==> config.mk <==
export PLATFORM = sky130hd
export DESIGN_NAME = load_align_unit
export DESIGN_NICKNAME = d
export VERILOG_FILES = /design/src/rtl/ls_pkg.sv /design/src/rtl/load_extract.sv /design/src/rtl/load_align_unit.sv
export SDC_FILE = /design/constraint.sdc
export NUM_CORES = 1
export LEC_CHECK = 0
export CAP_MARGIN = 20
export CORE_ASPECT_RATIO = 1.2
export CORE_UTILIZATION = 23
export DETAILED_ROUTE_END_ITERATION = 8
export PLACE_DENSITY_LB_ADDON = 0.12
export SYNTH_ARGS = -nofsm -noshare
export SYNTH_HDL_FRONTEND = slang
export SYNTH_SLANG_ARGS = --single-unit
==> constraint.sdc <==
create_clock -name Clk -period 2.1 [get_ports Clk]
set_input_delay 0.42 -clock Clk [delete_from_list [all_inputs] [get_ports Clk]]
set_output_delay 0.42 -clock Clk [all_outputs]
set_load 0.05 [all_outputs]
==> src/rtl/ls_pkg.sv <==
// Load/store shared definitions: size codes, FSM
// states and the alignment rule used by both paths.
package ls_pkg;

  localparam logic [1:0] SZ_BYTE = 2'd1;
  localparam logic [1:0] SZ_HALF = 2'd2;
  localparam logic [1:0] SZ_WORD = 2'd0;

  typedef enum logic [1:0] {
    ST_IDLE = 2'd0,
    ST_REQ  = 2'd1,
    ST_DONE = 2'd2
  } ls_state_e;

  typedef struct packed {
    logic [1:0] off;
    logic [1:0] size;
    logic       sext;
  } ld_cmd_t;

  // Any size code other than byte/half is a word
  function automatic logic is_misaligned(
    input logic [1:0] off,
    input logic [1:0] size
  );
    logic r;
    r = 1'b0;
    unique case (1'b1)
      (size == SZ_BYTE): r = 1'b0;
      (size == SZ_HALF): r = off[0];
      default:           r = |off;
    endcase
    return r;
  endfunction

endpackage

==> src/rtl/load_extract.sv <==
// Little-endian byte/half/word extraction with
// sign or zero extension of a 32-bit read word.
module load_extract
  import ls_pkg::*;
(
  input  logic [31:0] i_rdata,
  input  logic [1:0]  i_offset,
  input  logic [1:0]  i_size,
  input  logic        i_sext,
  output logic [31:0] o_data
);

  logic [7:0]  w_byte;
  logic [15:0] w_half;

  always_comb begin
    w_byte = i_rdata[7:0];
    unique case (i_offset)
      2'd0: w_byte = i_rdata[7:0];
      2'd1: w_byte = i_rdata[15:8];
      2'd2: w_byte = i_rdata[23:16];
      default: w_byte = i_rdata[31:24];
    endcase
  end

  assign w_half = i_offset[1] ? i_rdata[31:16]
                              : i_rdata[15:0];

  always_comb begin
    o_data = i_rdata;
    unique case (1'b1)
      (i_size == SZ_BYTE):
        o_data = {{24{i_sext & w_byte[7]}}, w_byte};
      (i_size == SZ_HALF):
        o_data = {{16{i_sext & w_half[15]}}, w_half};
      default:
        o_data = i_rdata;
    endcase
  end

endmodule

==> src/rtl/load_align_unit.sv <==
// Multi-cycle load engine: one aligned word read,
// then extract/extend into a register-file value.
module load_align_unit
  import ls_pkg::*;
#(
  parameter int unsigned TIMEOUT_CYCLES = 16
) (
  input  logic        Clk,
  input  logic        Rst_n,
  input  logic        Start,
  input  logic [31:0] Addr,
  input  logic [1:0]  Bytes2Load,
  input  logic        SignExt,
  output logic        MemReq,
  output logic [31:0] MemAddr,
  input  logic        MemAck,
  input  logic [31:0] MemRData,
  output logic        Busy,
  output logic        Done,
  output logic [31:0] LoadData,
  output logic        MisalignErr,
  output logic        TimeoutErr
);

  localparam logic [7:0] TO_LIM = 8'(TIMEOUT_CYCLES);

  ls_state_e   r_state;
  ls_state_e   w_next;
  ld_cmd_t     r_cmd;
  logic [7:0]  r_cnt;
  logic [31:0] r_mem_addr;
  logic [31:0] r_load_data;
  logic        r_mis;
  logic        r_to;
  logic        w_mis;
  logic        w_to_hit;
  logic [31:0] w_ext;

  assign w_mis    = is_misaligned(Addr[1:0], Bytes2Load);
  assign w_to_hit = (r_cnt + 8'd1) == TO_LIM;

  load_extract u_extract (
    .i_rdata  (MemRData),
    .i_offset (r_cmd.off),
    .i_size   (r_cmd.size),
    .i_sext   (r_cmd.sext),
    .o_data   (w_ext)
  );

  always_comb begin
    w_next = r_state;
    unique case (r_state)
      ST_IDLE:
        if (Start) w_next = w_mis ? ST_DONE : ST_REQ;
      ST_REQ:
        if (MemAck || w_to_hit) w_next = ST_DONE;
      ST_DONE: w_next = ST_IDLE;
      default: w_next = ST_IDLE;
    endcase
  end

  always_ff @(posedge Clk or negedge Rst_n) begin
    if (!Rst_n) begin
      r_state     <= ST_IDLE;
      r_cmd       <= '0;
      r_cnt       <= '0;
      r_mem_addr  <= '0;
      r_load_data <= '0;
      r_mis       <= 1'b0;
      r_to        <= 1'b0;
    end else begin
      r_state <= w_next;
      unique case (r_state)
        ST_IDLE: if (Start) begin
          r_cmd.off  <= Addr[1:0];
          r_cmd.size <= Bytes2Load;
          r_cmd.sext <= SignExt;
          r_cnt      <= '0;
          r_mis      <= w_mis;
          r_to       <= 1'b0;
          if (w_mis) r_load_data <= '0;
          else r_mem_addr <= {Addr[31:2], 2'b00};
        end
        ST_REQ: if (MemAck) begin
          r_load_data <= w_ext;
        end else begin
          r_cnt <= r_cnt + 8'd1;
          if (w_to_hit) begin
            r_to        <= 1'b1;
            r_load_data <= '0;
          end
        end
        default: ;
      endcase
    end
  end

  assign MemReq      = (r_state == ST_REQ);
  assign MemAddr     = r_mem_addr;
  assign Busy        = (r_state != ST_IDLE);
  assign Done        = (r_state == ST_DONE);
  assign LoadData    = r_load_data;
  assign MisalignErr = Done & r_mis;
  assign TimeoutErr  = Done & r_to;

endmodule
==> flow_summary.yaml, run 1 <==
power_and_ir_drop:
  finalPower_w: 0.01021
  powerDensity_nw_per_um2: 1544
  leakage_nw: 2.712
  irDropWorstVdd_mv: 0.7161
sta:
  finalSetupTns_ns: 0
  setup_viol: 0
  worst_slew_pin_slew_ns: 0.5298
  hold_viol: 0
  final_max_slew_viol_count: 0
  max_slew_margin_pct: 64.57
  period_needed_ns: 2.011
  fin_ws_ns: 0.08878
  rsz0062_at_grt: "false"
  max_clock_freq_mhz: 497.2
  fin_crit_sh_pct: 95.77
  skew_ns: 0.01106
synthesis:
  synth-seq-area-share_pct: 45.60
  async_flop_share_pct: 100.0
  yosysWarningCount: 0
  synth-edff-count: 0
  ys_seq_elements: 79
  syn_avg_cell_area_um2: 10.73
  synthCells: 404
  yosysUniqueCellTypes: 45
  netlist_area_um2: 4335
  synth_top_flop_cell: "dfrtp_1"
critical_path:
  cp.required_ns: 1.68
  worstPathBufferInverterCount: 1
  critical_path.endpoint: "LoadData[4]"
  cp_top_family: "buffers and inverters"
  cp-end-kind: "output pin"
  path_max_fanout: 3
  reg2reg_depth: 6
  cpPeakStageDelay_ns: 0.83
  crit_start: "LoadData[4]"
  slowest_stage: "clkdlybuf4s50_1"
  path_class: "flip-flop to output pin"
  startpoint_type: "flip-flop"
  cp.arrival_ns: 1.59
  r2r-start: "r_cmd[4]"
  rrSetupSlack_ns: 0.14
  path_depth: 1
  path_cells: "clkdlybuf4s50_1"
  r2r_end: "LoadData[12]"
floorplan:
  die_width_um: 127.3
  fp.dieH_um: 152.4
  die-area_um2: 19400
  rows: 54
  io_pins: 140
  core_um2: 18310
  start_util_pct: 23.68
cells_and_area:
  antennaDiodeCount: 0
  postLayoutCoreUtil_pct: 36.14
  fill_cells: 1852
  area_growth_pct: 52.64
  fin_cells: 831
  multiInputGateArea_um2: 2165
  regArea_um2: 1977
  drive_above_1_share_pct: 29.53
  nets: 649
outcome:
  status: "finished clean"
global_route:
  grt_start_max_net_pins: 46
  grtUsageTotal_pct: 14.92
  antenna_found_initial: 0
  grt_pass1_vias: 4028
  grt_pass1_wl_um: 22180
  grt_overflow: 0
routing:
  vias: 3812
  avgViaCountPerCell: 4.587
  wire_per_inst_um: 16.68
  drt-initial-drc-count: 252
  drt-pass1-iter-count: 4
  drc: 0
  wl_um: 13860
  ant_nets: 0
cts:
  clockRootBuffer: "clkbuf_16"
  clk_latency_ns: 0.35
  cts_made_buffers: 9
  htree_num_levels: 3
  clk_pin_slew_ns: 0.07
  tritoncts: "built"
  cts.sinks: 79
  cts_buffer_depth: 2
placed_design:
  port_buffers: 137
  place_inst: 807
  dp_hpwl_um: 9949
  dp_slack_ns: -0.5748
  gp_congestion: 0.8312
job:
  maxCapViolations: 0
worst_hold_path:
  hp-class: "primary input to async pin"
## how the worst min path moves through the flow
| stage | startpoint | end | slack [ns] | cells past startpoint |
|---|---|---|---|---|
| 2_1_floorplan | Rst_n | LoadData[0] | 0.12 | 0 |
| 3_3_place_gp | Rst_n | LoadData[22] | 0.29 | 1 |
| 3_5_place_dp | Rst_n | LoadData[17] | 0.29 | 1 |
| 4_1_cts | Rst_n | LoadData[17] | 0.46 | 2 |
| 5_1_grt | Rst_n | LoadData[17] | 0.47 | 2 |
| 6_report | Rst_n | LoadData[17] | 0.46 | 2 |
## where the power goes
group / internal (W) / switching, W
clock: 0.000936 / 0.000707
sequential: 0.00212 / 0.000430
combinational: 0.00236 / 0.00367
## cell usage after synthesis (2+ instances only)
cell	instances	area (µm²)
dfrtp_1	79	1977
mux2_2	49	551.8
nand2_1	46	172.7
a21oi_1	22	110.1
o21ai_0	22	110.1
nand2b_1	18	112.6
a221oi_1	15	131.4
clkbuf_1	13	48.80
inv_1	12	45.04
nor2b_1	11	68.82
o21ai_1	11	55.05
a22oi_2	10	125.1
o21ai_2	10	87.58
mux4_2	8	180.2
nor3_1	8	40.04
buf_2	7	35.03
nand3_1	7	35.03
a22oi_1	6	45.04
buf_4	6	45.04
and2_1	5	31.28
ha_1	4	50.05
nor2_1	4	15.01
buf_6	3	33.78
o31ai_1	3	22.52
or3_1	3	18.77
a21o_1	2	15.01
nand2_2	2	12.51
## cells by family (layout without fill, tap and decap cells)
kind of cell | after synthesis | count (layout) | synth area share (%)
AOI/OAI and AO/OA | 110 | 110 | 18.44
and+or+nand+nor | 110 | 110 | 12.76
DFF | 79 | 79 | 45.60
muxes | 57 | 57 | 16.88
buffers and inverters | 42 | 216 | 4.877
adders and majority gates | 4 | 4 | 1.154
other | 1 | 2 | 0.08650
xor gates and xnor gates | 1 | 1 | 0.2021
## sequential cells by signal, summed over array words and instances (netlist names)
signal and flops:
LoadData 32, MemAddr 30, r_cnt 8, r_cmd 5, r_state 2, r_mis 1
r_to 1
## routing by layer
metal | wire length [µm] | track usage [%] | vias to the layer above
met5 | 0 | 0 | -
met4 | 274 | 5.669 | 0
met3 | 1307 | 5.688 | 15
met2 | 6367 | 23.42 | 145
met1 | 5908 | 18.41 | 1860
li1 | - | - | 1792
## cell usage in the layout, fill, tap and decap left out, drive strengths merged, types with 2 or more instances in the layout
cell type      count
a21o               2
a211oi             2
a22oi             16
clkinvlp           2
buf               67
o21ai             43
nor2b             11
clkdlybuf4s50    119
clkbuf             9
nand2             49
dfrtp             79
nor2               5
or3                3
ha                 4
mux4               8
o31ai              3
mux2              49
and2               5
a21oi             22
conb               2
nand3              7
clkinv             3
inv               13
a221oi            15
nand2b            18
nor3               8
## timing repair
action / in CTS / in global routing
resized for setup: 0 / 5
hold buffers: 1 / 0
buffers inserted: 6 / 1
setup endpoints to repair: 21 / 25
pin swaps: 1 / 3
endpoints found under the hold margin: 11 / 0
## cell type report
type	instances	share of cell area (%)
well taps	252	4.765
clock inverters	7	1.248
inverters	12	0.6807
multi-input cells	284	32.71
repair buffers	188	27.32
flip-flops and latches	79	29.87
clock buffers	9	3.403
## stage by stage
step,cell area (µm²),hold slack [ns]
after CTS,6599,0.4616
after global routing,6618,0.4687
after global placement,6223,0.2855
final,6618,0.4596
after detailed placement,6223,0.2869
after floorplan,4342,0.1244
Note: power is estimated with default switching activity, not from simulation.
==> inputs of run 2 (changes only) <==
--- a/config.mk
+++ b/config.mk
@@ -7,7 +7,7 @@
 export LEC_CHECK = 0
 export CAP_MARGIN = 20
 export CORE_ASPECT_RATIO = 1.2
-export CORE_UTILIZATION = 23
+export CORE_UTILIZATION = 47
 export DETAILED_ROUTE_END_ITERATION = 8
 export PLACE_DENSITY_LB_ADDON = 0.12
 export SYNTH_ARGS = -nofsm -noshare
==> flow_summary.yaml, run 2 (same netlist as run 1, synthesis figures left out) <==
outcome:
  status: "finished clean"
sta:
  skew_ns: 0.008654
  setup_viol: 0
  max_slew_margin_pct: 65.45
  period_needed_ns: 2.025
  max_clock_freq_mhz: 493.9
  final_max_slew_viol_count: 0
  rsz0062_at_grt: "false"
  hold_viol: 0
  fin_crit_sh_pct: 96.41
  finalSetupTns_ns: 0
  worst_slew_pin_slew_ns: 0.5166
critical_path:
  cp-end-kind: "output pin"
  path_max_fanout: 3
  path_cells: "clkdlybuf4s50_1"
  cp.required_ns: 1.68
  r2r_end: "LoadData[3]"
  slowest_stage: "clkdlybuf4s50_1"
  path_class: "flip-flop to output pin"
  cp_top_family: "buffers and inverters"
  rrSetupSlack_ns: 0.23
  r2r-start: "r_cnt[0]"
  worstPathBufferInverterCount: 1
  startpoint_type: "flip-flop"
  cpPeakStageDelay_ns: 0.83
  cp.arrival_ns: 1.60
  reg2reg_depth: 7
cells_and_area:
  nets: 634
  fill_cells: 683
  drive_above_1_share_pct: 25.53
  finalInstanceArea_um2: 6245
  final_common_cell: "clkdlybuf4s50_1"
  postLayoutCoreUtil_pct: 69.49
  area_growth_pct: 44.04
  mostFrequentLayoutCells: "clkdlybuf4s50_1, dfrtp_1, mux2_2, nand2_1, buf_4"
  fin_cells: 684
  antennaDiodeCount: 0
  largest_reg_flops: 32
global_route:
  grtUsageTotal_pct: 25.87
  grt_pass1_vias: 3949
  grt_util_met1_pct: 29.75
  grt_start_max_net_pins: 35
  antenna_found_initial: 0
  grt_pass1_wl_um: 18550
  grt_util_met3_pct: 7.005
  met2_usage_pct: 42.59
  busiest_layer: "met2"
  grt_overflow: 0
worst_hold_path:
  worstHoldStart: "r_to"
  holdPathStages: 1
  worstHoldEndpoint: "r_to"
  hp-class: "flip-flop to flip-flop"
routing:
  drt-initial-drc-count: 130
  drc: 0
  ant_nets: 0
  drt-pass1-iter-count: 4
  avgViaCountPerCell: 5.566
  wl_um: 11820
  wire_per_inst_um: 17.27
  vias: 3807
placed_design:
  dp_hpwl_um: 8518
  gp_congestion: 0.9168
  place_inst: 664
  placed_area_um2: 6006
  port_buffers: 137
floorplan:
  core_um2: 8986
  fp.dieH_um: 107.2
  die-area_um2: 9614
  die_width_um: 89.68
  io_pins: 140
  start_util_pct: 48.25
  rows: 38
power_and_ir_drop:
  irDropWorstVdd_mv: 1.073
  leakage_nw: 2.569
  powerDensity_nw_per_um2: 1543
  finalPower_w: 0.009638
cts:
  htree_num_levels: 3
  clk_pin_slew_ns: 0.09
  tritoncts: "built"
  cts_made_buffers: 9
  cts.sinks: 79
  cts_buffer_depth: 2
  clk_latency_ns: 0.37
  clockRootBuffer: "clkbuf_8"
job:
  maxCapViolations: 0
[run 2: cell types whose count changed in the layout (fill, tap and decap cells not counted), moves of 9 or more]
cell             change
buf_4               -25
clkdlybuf4s50_1     +12
clkbuf_16            -9
clkbuf_8            +11
[run 2: how the worst max path moves through the flow]
stage,start,to,slack (ns),depth (start not counted)
6_report,LoadData[28],LoadData[28],0.08,1
2_1_floorplan,r_state[1],MisalignErr,0.01,2
3_3_place_gp,MemRData[31],LoadData[26],-0.43,6
4_1_cts,LoadData[29],LoadData[29],0.08,1
5_1_grt,Bytes2Load[0],LoadData[6],0.008,9
3_5_place_dp,MemRData[31],LoadData[26],-0.43,6
[run 2: layout make-up]
cell class | count | area (µm²) | share of cell area [%]
multi-input combinational | 284 | 2160 | 34.58
inverter | 12 | 45.04 | 0.7213
clock inverter | 5 | 56.30 | 0.9016
timing repair buffer | 173 | 1705 | 27.31
tap | 120 | 150.1 | 2.404
clock buffer | 11 | 151.4 | 2.424
sequential | 79 | 1977 | 31.66
[run 2: timing repair]
action	in CTS	in global routing
hold buffers	1	0
setup endpoints to repair	7	0
gates resized for setup	1	0
endpoints found under the hold margin	10	0
setup buffers	3	0
[run 2: metrics by stage]
step,hold slack (ns),setup WS (ns)
after global routing,0.5084,0.007756
after global placement,0.3818,-0.4254
after CTS,0.4966,0.07565
after floorplan,0.1244,0.009824
final,0.4952,0.07547
after detailed placement,0.3928,-0.4289
[run 2: per-layer routing]
metal | wire [µm] | vias to the layer above
li1 | - | 1761
met1 | 4649 | 1856
met2 | 5809 | 156
met3 | 870 | 34
met4 | 487 | 0
met5 | 0 | -
[run 2: power by group]
part / switching [W] / internal [W]
combinational: 0.00359 / 0.00229
sequential: 0.000430 / 0.00212
clock: 0.000592 / 0.000612
==> inputs of run 3 (changes only) <==
--- a/config.mk
+++ b/config.mk
@@ -6,9 +6,9 @@
 export NUM_CORES = 1
 export LEC_CHECK = 0
 export CAP_MARGIN = 20
-export CORE_ASPECT_RATIO = 1.2
 export CORE_UTILIZATION = 47
 export DETAILED_ROUTE_END_ITERATION = 8
+export HOLD_SLACK_MARGIN = 0.1
 export PLACE_DENSITY_LB_ADDON = 0.12
 export SYNTH_ARGS = -nofsm -noshare
 export SYNTH_HDL_FRONTEND = slang
==> flow_summary.yaml, run 3 (same netlist as run 1, synthesis figures left out) <==
cells_and_area:
  final_common_cell: "clkdlybuf4s50_1"
  drive_above_1_share_pct: 26.16
  finalInstanceArea_um2: 6270
  largest_reg_flops: 32
  antennaDiodeCount: 0
  nets: 634
  fill_cells: 684
  mostFrequentLayoutCells: "clkdlybuf4s50_1, dfrtp_1, mux2_2, nand2_1, buf_4"
  area_growth_pct: 44.62
routing:
  wl_um: 11870
  ant_nets: 0
  avgViaCountPerCell: 5.624
  vias: 3768
  drt-initial-drc-count: 213
  wire_per_inst_um: 17.71
  drt-pass1-iter-count: 6
  drc: 6
cts:
  cts_made_buffers: 9
  cts_buffer_depth: 2
  clockRootBuffer: "clkbuf_8"
  clk_pin_slew_ns: 0.08
  cts.sinks: 79
  htree_num_levels: 3
  clk_latency_ns: 0.35
  tritoncts: "built"
placed_design:
  gp_congestion: 0.8217
  placed_area_um2: 5971
  dp_hpwl_um: 8623
  dp_slack_ns: -0.4956
  port_buffers: 137
floorplan:
  rows: 34
  fp.dieH_um: 98.05
  die-area_um2: 9613
  io_pins: 140
  core_um2: 8806
  start_util_pct: 49.23
  die_width_um: 98.05
critical_path:
  cpPeakStageDelay_ns: 0.84
  path_max_fanout: 3
  crit_start: "LoadData[19]"
  r2r-start: "r_cmd[4]"
  cp_top_family: "buffers and inverters"
  cp.arrival_ns: 1.58
  path_class: "flip-flop to output pin"
  path_cells: "clkdlybuf4s50_1"
  worstPathBufferInverterCount: 1
  slowest_stage: "clkdlybuf4s50_1"
  startpoint_type: "flip-flop"
  cp-end-kind: "output pin"
  cp.required_ns: 1.68
global_route:
  grt_overflow: 0
  grt_start_max_net_pins: 35
  antenna_found_initial: 0
  grtUsageTotal_pct: 26.07
  grt_pass1_vias: 3917
  grt_pass1_wl_um: 19620
outcome:
  violations: "design-rule violations"
  status: "complete, but fails checks"
sta:
  rsz0062_at_grt: "false"
  fin_ws_ns: 0.09899
  max_slew_margin_pct: 63.97
  finalSetupTns_ns: 0
  setup_viol: 0
  final_max_slew_viol_count: 0
  period_needed_ns: 2.001
  hold_viol: 0
  whs_ns: 0.4894
  worst_slew_pin_slew_ns: 0.5387
  skew_ns: 0.009400
  max_clock_freq_mhz: 499.7
  fin_crit_sh_pct: 95.29
power_and_ir_drop:
  irDropWorstVdd_mv: 1.060
  powerDensity_nw_per_um2: 1583
  finalPower_w: 0.009924
  leakage_nw: 2.588
job:
  maxCapViolations: 0
worst_hold_path:
  hp-class: "flip-flop to flip-flop"
  worstHoldStart: "r_to"
-- run 3: cell types whose count changed in the layout (fill, tap and decap cells not counted), moves of 2 or more --
| cell | change |
|---|---|
| a221oi_1 | -3 |
| a221oi_2 | +3 |
| buf_4 | +2 |
| bufinv_16 | +2 |
-- run 3: worst paths after layout --
check / slack (ns) / cells after the start / to
min in group asynchronous: 0.54 / 2 / r_cnt[4]
min reg2reg: 0.49 / 1 / r_to
max in group asynchronous: 0.90 / 3 / LoadData[27]
max reg2reg: 0.18 / 7 / LoadData[8]
min: 0.49 / 1 / r_to
max: 0.1 / 1 / LoadData[19]
-- run 3: metrics by stage --
step | instances | utilization (%)
after floorplan | 405 | -
after global placement | 650 | 67.80
after detailed placement | 650 | 67.80
after CTS | 668 | 70.82
after global routing | 670 | 71.20
final | 670 | 71.20
-- run 3: report_power, final --
group	internal, W	total [W]	switching, W	leakage, nW
registers	0.00212	0.00255	0.000434	1.01
logic	0.00236	0.00604	0.00368	1.46
clock network	0.000807	0.00134	0.000530	0.118
total	0.00528	0.00992	0.00464	2.59
-- run 3: final cells by class --
cell class / count / area (µm²) / share of cell area [%]
Clock inverter: 4 / 95.09 / 1.517
Inverter: 12 / 45.04 / 0.7184
Tap cell: 108 / 135.1 / 2.155
Sequential cell: 79 / 1977 / 31.53
Multi-Input combinational cell: 284 / 2178 / 34.74
Clock buffer: 10 / 137.6 / 2.195
Timing Repair Buffer: 173 / 1702 / 27.14
-- run 3: what timing repair did --
item,CTS,global route
pin swaps,1,1
gates resized for setup,0,3
setup buffers,3,2
hold endpoints to repair,27,0
hold buffers,1,0
endpoints found under the setup margin,15,5
-- run 3: layer usage --
metal	track usage (%)	part of all wire [%]	wire [µm]	vias to the layer above
met1	32.31	40	4806	1863
met3	8.948	7.4	878	24
li1	-	-	-	1757
met2	42.42	50	5887	124
met5	0	0	0	-
met4	9.091	2.5	296	0
